===== src/rtl/act_pwq_if.sv =====
// act_pwq_if: sample stream into and out of act_pwq_pipe (valid/ready on both sides).
interface act_pwq_if #(parameter int DATA_W = 20);
  logic                     in_valid, in_ready, in_last;
  logic [1:0]               in_mode;
  logic signed [DATA_W-1:0] in_data;
  logic                     out_valid, out_ready, out_last;
  logic signed [DATA_W-1:0] out_data;
  modport master (output in_valid, in_data, in_mode, in_last, out_ready,
                  input in_ready, out_valid, out_data, out_last);
  modport slave (input in_valid, in_data, in_mode, in_last, out_ready,
                 output in_ready, out_valid, out_data, out_last);
endinterface


===== src/rtl/act_pwq_pipe.sv =====
// act_pwq_pipe: 4-stage piecewise-quadratic activation (tanh/sigmoid/ReLU/bypass) with valid/ready.
// ACT_ROUND_EN: round-to-nearest on the Q16 -> Q(FRAC_W) shift instead of truncation.
module act_pwq_pipe #(
  parameter int DATA_W = 20,
  parameter int FRAC_W = 6
) (
  input  logic        clk,
  input  logic        rst_n,
  act_pwq_if.slave    bus,
  output logic        batch_done_o,
  output logic [15:0] out_count_o
);
  localparam int PW = 2*DATA_W + 18;
  localparam logic signed [DATA_W-1:0] MAXP = {1'b0, {(DATA_W-1){1'b1}}};
  localparam logic signed [DATA_W-1:0] MINN = {1'b1, {(DATA_W-1){1'b0}}};
  localparam logic signed [DATA_W-1:0] ONE  = DATA_W'(1) << FRAC_W;
  localparam logic signed [DATA_W-1:0] FOUR = DATA_W'(4) << FRAC_W;
`ifdef ACT_ROUND_EN
  localparam logic signed [PW-1:0] RND = PW'(1) << (15 - FRAC_W);
`else
  localparam logic signed [PW-1:0] RND = '0;
`endif
  typedef struct packed {
    logic              v;
    logic              last;
    logic [1:0]        mode;
    logic [DATA_W-1:0] x;
  } tag_t;
  tag_t t0_d, t0_q, t1_q, t2_q;
  logic adv, hs, v3_q, last3_q, done_q;
  logic sgn0_q, sat0_q, sgn1_q, sat1_q, sgn2_q;
  logic [1:0] seg0_q, seg1_q;
  logic [15:0] cnt_q;
  logic signed [DATA_W-1:0] xs, a_d, a0_q, y_d, y2_q, yt, sg, r_d, r3_q;
  logic signed [17:0] ca, cb, cc;
  logic signed [PW-1:0] tb_d, ta_d, tb1_q, ta1_q, y16, ys;
  assign adv          = !v3_q || bus.out_ready;
  assign bus.in_ready = adv;
  assign t0_d = '{v: bus.in_valid, last: bus.in_valid && bus.in_last, mode: bus.in_mode, x: bus.in_data};
  // S0: fold sigmoid onto tanh(x/2), take magnitude with saturation of the most negative value
  assign xs  = bus.in_mode == 2'b01 ? bus.in_data >>> 1 : bus.in_data;
  assign a_d = xs == MINN ? MAXP : xs[DATA_W-1] ? -xs : xs;
  assign ca = seg0_q == 2'd0 ? 18'sd21463 : seg0_q == 2'd1 ? 18'sd11076 : seg0_q == 2'd2 ? 18'sd1848 : 18'sd256;
  assign cb = seg0_q == 2'd0 ? 18'sd71939 : seg0_q == 2'd1 ? 18'sd46013 : seg0_q == 2'd2 ? 18'sd11161 : 18'sd2051;
  assign cc = seg1_q == 2'd0 ? -18'sd249  : seg1_q == 2'd1 ? 18'sd15231 : seg1_q == 2'd2 ? 18'sd48300 : 18'sd61361;
  assign tb_d = (PW'(cb) * PW'(a0_q)) >>> FRAC_W;
  assign ta_d = (PW'(ca) * PW'(a0_q) * PW'(a0_q)) >>> (2*FRAC_W);
  assign y16  = tb1_q - ta1_q + PW'(cc) + RND;
  assign ys   = y16 >>> (16 - FRAC_W);
  assign y_d  = sat1_q ? ONE : ys[PW-1] ? '0 : ys > PW'(ONE) ? ONE : ys[DATA_W-1:0];
  assign yt   = sgn2_q ? -y2_q : y2_q;
  assign sg   = (yt + ONE) >>> 1;
  assign r_d  = t2_q.mode == 2'b00 ? yt : t2_q.mode == 2'b01 ? sg :
                t2_q.mode == 2'b10 && t2_q.x[DATA_W-1] ? '0 : t2_q.x;
  always_ff @(posedge clk or negedge rst_n)
    if (!rst_n) begin
      t0_q <= '0; t1_q <= '0; t2_q <= '0; v3_q <= 1'b0; last3_q <= 1'b0;
      sgn0_q <= 1'b0; sat0_q <= 1'b0; seg0_q <= '0; a0_q <= '0;
      sgn1_q <= 1'b0; sat1_q <= 1'b0; seg1_q <= '0; tb1_q <= '0; ta1_q <= '0;
      sgn2_q <= 1'b0; y2_q <= '0; r3_q <= '0;
    end else if (adv) begin
      t0_q <= t0_d; sgn0_q <= xs[DATA_W-1]; sat0_q <= a_d >= FOUR;
      seg0_q <= a_d[FRAC_W+1:FRAC_W]; a0_q <= a_d;
      t1_q <= t0_q; sgn1_q <= sgn0_q; sat1_q <= sat0_q; seg1_q <= seg0_q;
      tb1_q <= tb_d; ta1_q <= ta_d;
      t2_q <= t1_q; sgn2_q <= sgn1_q; y2_q <= y_d;
      v3_q <= t2_q.v; last3_q <= t2_q.last; r3_q <= r_d;
    end
  assign hs = v3_q && bus.out_ready;
  always_ff @(posedge clk or negedge rst_n)
    if (!rst_n) begin
      cnt_q  <= '0;
      done_q <= 1'b0;
    end else begin
      done_q <= hs && last3_q;
      if (hs) cnt_q <= last3_q ? '0 : cnt_q + 16'd1;
    end
  assign bus.out_valid = v3_q;
  assign bus.out_last  = last3_q;
  assign bus.out_data  = r3_q;
  assign batch_done_o  = done_q;
  assign out_count_o   = cnt_q;
endmodule


===== src/flat_wrapper.sv =====
// flat-port wrapper written by rule: the top's interface ports become plain ports
module act_pwq_pipe_flat 
#(
  parameter int DATA_W = 20,
  parameter int FRAC_W = 6
)
  (clk, rst_n, batch_done_o, out_count_o, bus_in_valid, bus_in_data, bus_in_mode, bus_in_last, bus_out_ready, bus_in_ready, bus_out_valid, bus_out_data, bus_out_last);
  act_pwq_if #(.DATA_W(DATA_W)) bus_i ();
  input  logic clk;
  input  logic rst_n;
  output logic batch_done_o;
  output logic [15:0] out_count_o;
  input wire logic [$bits(bus_i.in_valid)-1:0] bus_in_valid;
  input wire logic [$bits(bus_i.in_data)-1:0] bus_in_data;
  input wire logic [$bits(bus_i.in_mode)-1:0] bus_in_mode;
  input wire logic [$bits(bus_i.in_last)-1:0] bus_in_last;
  input wire logic [$bits(bus_i.out_ready)-1:0] bus_out_ready;
  output wire logic [$bits(bus_i.in_ready)-1:0] bus_in_ready;
  output wire logic [$bits(bus_i.out_valid)-1:0] bus_out_valid;
  output wire logic [$bits(bus_i.out_data)-1:0] bus_out_data;
  output wire logic [$bits(bus_i.out_last)-1:0] bus_out_last;
  assign bus_i.in_valid = bus_in_valid;
  assign bus_i.in_data = bus_in_data;
  assign bus_i.in_mode = bus_in_mode;
  assign bus_i.in_last = bus_in_last;
  assign bus_i.out_ready = bus_out_ready;
  assign bus_in_ready = bus_i.in_ready;
  assign bus_out_valid = bus_i.out_valid;
  assign bus_out_data = bus_i.out_data;
  assign bus_out_last = bus_i.out_last;
  act_pwq_pipe #(.DATA_W(DATA_W), .FRAC_W(FRAC_W)) u_core (.clk(clk), .rst_n(rst_n), .bus(bus_i), .batch_done_o(batch_done_o), .out_count_o(out_count_o));
endmodule

===== config.mk =====
export PLATFORM = sky130hd
export DESIGN_NAME = act_pwq_pipe_flat
export DESIGN_NICKNAME = d
export VERILOG_FILES = /design/src/rtl/act_pwq_if.sv /design/src/rtl/act_pwq_pipe.sv /design/src/flat_wrapper.sv
export SDC_FILE = /design/constraint.sdc
export NUM_CORES = 2
export LEC_CHECK = 0
export CAP_MARGIN = 20
export CORE_UTILIZATION = 47
export DETAILED_ROUTE_END_ITERATION = 7
export SKIP_LAST_GASP = 1
export SLEW_MARGIN = 20
export SYNTH_ARGS = -nofsm -noshare
export SYNTH_HDL_FRONTEND = slang
export SYNTH_SLANG_ARGS = --single-unit

===== constraint.sdc =====
create_clock -name clk -period 16.9 [get_ports clk]
set_input_delay 3.38 -clock clk [delete_from_list [all_inputs] [get_ports clk]]
set_output_delay 3.38 -clock clk [all_outputs]
set_load 0.05 [all_outputs]

Word-level counts from Yosys, hierarchy flattened

Index checks and enable logic that the tools add are counted.

Add/subtract/negate cells: 6
$mul: 3
Divide/modulo/power cells: 0
$lt $le $gt $ge: 2
Equality and inequality tests: 8
Shift-type cells: 0
Multiplexer cells: 20
Bitwise operators: 0
Reductions and logical operators: 9

Operators by type and width:

| operator                                                                               | count |
|---|---|
| 20-bit two-way mux                                                                     | 9 |
| 18-bit two-way mux                                                                     | 6 |
| 18-bit by 20-bit multiplier with 38-bit output                                         | 2 |
| 38-bit by 20-bit multiplier with 58-bit output                                         | 1 |
| 47-bit by 18-bit adder with 48-bit output                                              | 1 |
| 48-bit by 8-bit greater-than comparator with 1-bit output (second input constant)      | 1 |
| 32-bit by 46-bit subtractor with 47-bit output                                         | 1 |
| 20-bit negation                                                                        | 2 |
| 20-bit by 8-bit adder with 20-bit output (second input constant)                       | 1 |
| 20-bit equality test (second input constant)                                           | 1 |
| 20-bit by 10-bit greater-or-equal comparator with 1-bit output (second input constant) | 1 |
| 19-bit two-way mux                                                                     | 1 |
| 16-bit by 1-bit adder with 16-bit output (second input constant)                       | 1 |
| 16-bit two-way mux                                                                     | 1 |
| 15-bit two-way mux                                                                     | 1 |
| 14-bit two-way mux                                                                     | 1 |
| 11-bit two-way mux                                                                     | 1 |
| 2-bit by 1-bit equality test with 1-bit output (second input constant)                 | 4 |
| 2-bit equality test (second input constant)                                            | 3 |
| 2-bit logical NOT                                                                      | 3 |
| 1-bit logical AND                                                                      | 4 |
| 1-bit logical NOT                                                                      | 1 |
| 1-bit logical OR                                                                       | 1 |

Register bits: 238
Latch bits: 0
Memory bits (writable): 0
ROM bits: 0
Input port bits: 27
Output and inout port bits: 40
Memories kept: 0

Depth between registers and ports, before layout

Depth in word-level cells: 9
Depth in mapped cells: 58
Mapped depth without buffers: 53

Worst setup path after synthesis

OpenSTA, ideal clock, no wires.

Path type: flip-flop to flip-flop
Start point: register u_core.a0_q[7]
End point: register u_core.ta1_q[45] (netlist name)
Library setup time: 0.137 ns
Data arrival time: 13.574 ns
Data required time: 16.763 ns
Slack: 3.189 ns
Stages on the path, launching flop included: 52
Path buffers: 5
Cell sequence: dfrtp_1 -> inv_1 -> buf_1 -> ha_1 -> clkbuf_1 -> buf_1 -> clkbuf_1 -> o21ai_0 -> fa_1 -> fa_1 -> fa_1 -> inv_1 -> fa_1 -> fa_1 -> inv_1 -> fa_1 -> inv_1 -> ha_1 -> [16 not listed] -> fa_1 -> fa_1 -> fa_1 -> inv_1 -> fa_1 -> inv_1 -> ha_1 -> a21oi_1 -> o21ai_0 -> o21ai_0 -> nand2b_1 -> a21o_1 -> a21o_1 -> a21oi_1 -> o21ai_1 -> a21oi_1 -> xnor2_1 -> a21oi_1

Cells in the longest elaborated chain, start to end: 2

RTL lines:

| element                                          | line               | RTL |
|---|---|---|
| start: declaration                               | act_pwq_pipe.sv:34 | `logic signed [DATA_W-1:0] xs, a_d, a0_q, y_d, y2_q, yt, sg, r_d, r3_q;` |
| start signal: assignment                         | act_pwq_pipe.sv:58 | `sgn0_q <= 1'b0; sat0_q <= 1'b0; seg0_q <= '0; a0_q <= '0;` |
| start signal: assignment                         | act_pwq_pipe.sv:63 | `seg0_q <= a_d[FRAC_W+1:FRAC_W]; a0_q <= a_d;` |
| 18-bit by 20-bit multiplier with 38-bit output   | act_pwq_pipe.sv:47 | `assign ta_d = (PW'(ca) * PW'(a0_q) * PW'(a0_q)) >>> (2*FRAC_W);` |
| 38-bit by 20-bit multiplier with 58-bit output * | act_pwq_pipe.sv:47 |  |

Mark *: on every way between the ends. The rest lies on a longest branch, timed or not.
A chain may end at the register's enable or synchronous reset.

Final worst setup path

Start point: register u_core.a0_q[6]
End point: register u_core.ta1_q[31]

Cells in the longest elaborated chain, start to end: 2

RTL lines:

| element                                          | line               | RTL |
|---|---|---|
| 18-bit by 20-bit multiplier with 38-bit output   | act_pwq_pipe.sv:47 |  |
| 38-bit by 20-bit multiplier with 58-bit output * | act_pwq_pipe.sv:47 |  |
| end signal: assignment                           | act_pwq_pipe.sv:65 | `tb1_q <= tb_d; ta1_q <= ta_d;` |
| end: declaration                                 | act_pwq_pipe.sv:36 | `logic signed [PW-1:0] tb_d, ta_d, tb1_q, ta1_q, y16, ys;` |

Marked as above.

==> flow_summary.json <==
{
  "period_minus_slack_ps": 14940,
  "grt_first_pass_wirelength_mm": 283,
  "cp.required_ps": 17360,
  "async_reset_ff_share_pct": 100,
  "wl_per_cell_um": 21.6,
  "rows": 131,
  "crit_arrival_ps": 15410,
  "grt_pass1_vias": 47800,
  "tns_ps": 0,
  "via_count": 45300,
  "holdBufCountCts": 0,
  "slew_viol_final": 0,
  "reg2reg_from": "u_core.a0_q[6]",
  "antenna_found_initial": 3,
  "cts_tree": "yes",
  "wl_mm": 180,
  "timing.fmax_mhz": 66.9,
  "core_area_sq_um": 128000,
  "critical-path-max-stage-delay_ps": 820,
  "synth_ff_type": "dfrtp_1",
  "min_path_cells": 2,
  "synth_compound_area_share_pct": 7.64,
  "nets": 8466,
  "via_per_inst": 5.42,
  "post-synth-top-area-fraction_pct": 43.4,
  "die-area_sq_um": 130000,
  "synth_common_cells": "inv_1 (1673), fa_1 (1311), nand2_1 (891)",
  "io_buffer_count": 66,
  "syn_avg_cell_area_sq_um": 8.92,
  "synth_edf_count": 0,
  "detail_route.first_pass.iterations": 6,
  "synth_top_family_by_area": "adder cells",
  "synth_largest_area_cell": "fa_1",
  "outcome": "finished clean",
  "cap_violations": 0,
  "fillers": 12200,
  "grt_overflow": 0,
  "cts_root_buf": "clkbuf_16",
  "drive_gt1_share_pct": 3.12,
  "hpwlAfterDp_mm": 149,
  "cts_setup_buffers": 0,
  "r2r-end": "u_core.ta1_q[31]",
  "grt_usage_pct": 28.4,
  "end_kind": "flop",
  "cts_max_level": 1,
  "skew_ps": 10.1,
  "drtIter0Drc": 3161,
  "synth_cell_type_count": 97,
  "grt_setup_unrepaired": "false",
  "synthAdderAreaFrac_pct": 52.7,
  "route.detailed.drc": 0,
  "synthMuxAreaShare_pct": 0.562,
  "gp_congestion": 0.968,
  "clock-sinks": 233,
  "fin_crit_sh_pct": 88.4,
  "timing_worst_setup_path_type": "flop to flop",
  "die_h_um": 361,
  "ys_seq_elements": 233,
  "ys_warn_count": 0,
  "synthTopCellsByArea": "fa_1 (43%), inv_1 (10%), dfrtp_1 (9.6%)",
  "min_to": "u_core.t1_q[15]",
  "setup_viol_count_final": 0,
  "clk_pin_slew_ps": 60,
  "syn2layout_area_growth_pct": 5.72,
  "cts_made_buffers": 28,
  "synth-simple-area-share_pct": 14.4,
  "crit_slowest_cell": "xor2_1",
  "syn-num-nets": 8575,
  "syn_inst": 6784,
  "tightest_slew_ps": 1110,
  "clockBufferDepth": 3,
  "start_util_pct": 47.4,
  "min_path_type": "flop to flop",
  "grt_max_degree": 166,
  "maxSlewHeadroom_pct": 23.9,
  "cpMostUsedCell": "fa_1",
  "synth_most_common_cell": "inv_1",
  "synth-xor-area-share_pct": 2.79,
  "die_w_um": 361,
  "min_from": "u_core.t1_q[15]",
  "r2r_slack_ps": 1960,
  "cp-start-kind": "flop",
  "ant_nets": 0,
  "io_pins": 67,
  "insertion_delay_ps": 610,
  "reg2regPathDepth": 50,
  "crit_path_max_fanout": 18,
  "hold_violations": 0,
  "ys_seq_area_share_pct": 9.63,
  "cts_resized": 0,
  "synth_area_sq_um": 60500
}
==> sequential cells by signal, indices dropped and copies added (netlist names) <==
name                  cells
u_core.ta1_q             46
u_core.t1_q              23
u_core.a0_q              20
u_core.bus.out_last       1
u_core.out_count_o       16
u_core.bus.out_data      20
u_core.tb1_q             32
u_core.batch_done_o       1
u_core.sat1_q             1
u_core.sgn2_q             1
u_core.y2_q              20
u_core.sgn0_q             1
u_core.bus.out_valid      1
u_core.t2_q              23
u_core.sat0_q             1
u_core.sgn1_q             1
u_core.seg1_q             2
u_core.t0_q              23
==> area by class of cell <==
class / count / area, sq um / share of cell area (%)
Clock inverter: 13 / 181 / 0.284
Inverter: 1677 / 6300 / 9.84
Antenna cell: 3 / 7.51 / 0.0117
Multi-Input combinational cell: 4578 / 47400 / 74.1
Clock buffer: 37 / 785 / 1.23
Sequential cell: 233 / 5840 / 9.13
Timing Repair Buffer: 157 / 1360 / 2.12
Tap cell: 1662 / 2080 / 3.25
==> worst max-delay path by stage <==
stage / slack [ps] / startpoint / endpoint
5_1_grt: 1180 / u_core.a0_q[7] / u_core.ta1_q[42]
3_5_place_dp: 2010 / u_core.a0_q[7] / u_core.ta1_q[45]
6_report: 1960 / u_core.a0_q[6] / u_core.ta1_q[31]
3_3_place_gp: 2150 / u_core.a0_q[6] / u_core.ta1_q[45]
2_1_floorplan: 3190 / u_core.a0_q[7] / u_core.ta1_q[45]
4_1_cts: 2010 / u_core.a0_q[6] / u_core.ta1_q[45]
==> cells by family (layout without fill, tap and decap cells) <==
family          after synthesis  count (layout)
xor+xnor                    193             193
buf+inv                    1973            1884
fa+ha+maj                  1764            1764
other cells                   0               3
mux                          32              32
simple gates               1871            1871
compound gates              718             718
flops                       233             233
==> stage by stage <==
step	worst slack (ps)	hold slack [ps]	utilization, %	instances	instance area, sq um
floorplan	3190	430	-	6784	60500
global placement	2150	443	49.3	8306	63000
detailed placement	2010	454	49.3	8307	63000
CTS	2010	468	50.1	8357	64000
global route	1180	491	50.1	8357	64000
finish	1960	465	50.1	8360	64000
==> cells in the final DEF, fill, tap and decap left out, types with 18 or more instances in the layout <==
cell type        netlist  layout
ha_1                 453     452
nand3_1               83      83
and3_1                75      75
or3_1                 22      22
nor2_1               281     281
nor3_1                61      60
nand2b_1              57      57
dfrtp_1              233     225
a31oi_1               31      31
fa_1                1311    1311
clkbuf_16              0      28
xor2_1                75      74
buf_4                  0      89
a211oi_1              31      30
a21o_1                65      65
o21bai_1              18      18
a21oi_1              212     212
mux2i_1               25      25
nand4_1               24      24
o31ai_1               29      29
inv_1               1673    1672
clkdlybuf4s50_1        0      65
o21ai_0              162     160
nor2b_1               39      37
o21a_1                26      26
and2_1               271     271
nand2_1              891     891
nor4_1                18      18
xnor2_1              118     107
==> critical path, delay by kind of cell, from the launching register on <==
family | cells | cell delay [ps]
compound gates | 10 | 2800
xor+xnor | 2 | 980
fa+ha+maj | 16 | 7730
buf+inv | 12 | 1000
flops | 1 | 400
simple gates | 10 | 1840
==> routing by layer <==
| metal | global-route usage [%] | vias to the layer above | part of all wire, % |
|---|---|---|---|
| met5 | 0 | - | 0.010 |
| met4 | 12.5 | 4 | 5.3 |
| met3 | 3.55 | 308 | 6.5 |
| met2 | 45.4 | 1490 | 46 |
| met1 | 38.8 | 23300 | 42 |
| li1 | - | 20200 | - |
Power is left out: the tool's default activity adds up to more than one toggle a clock period on the data nets, which glitch-free logic cannot reach.
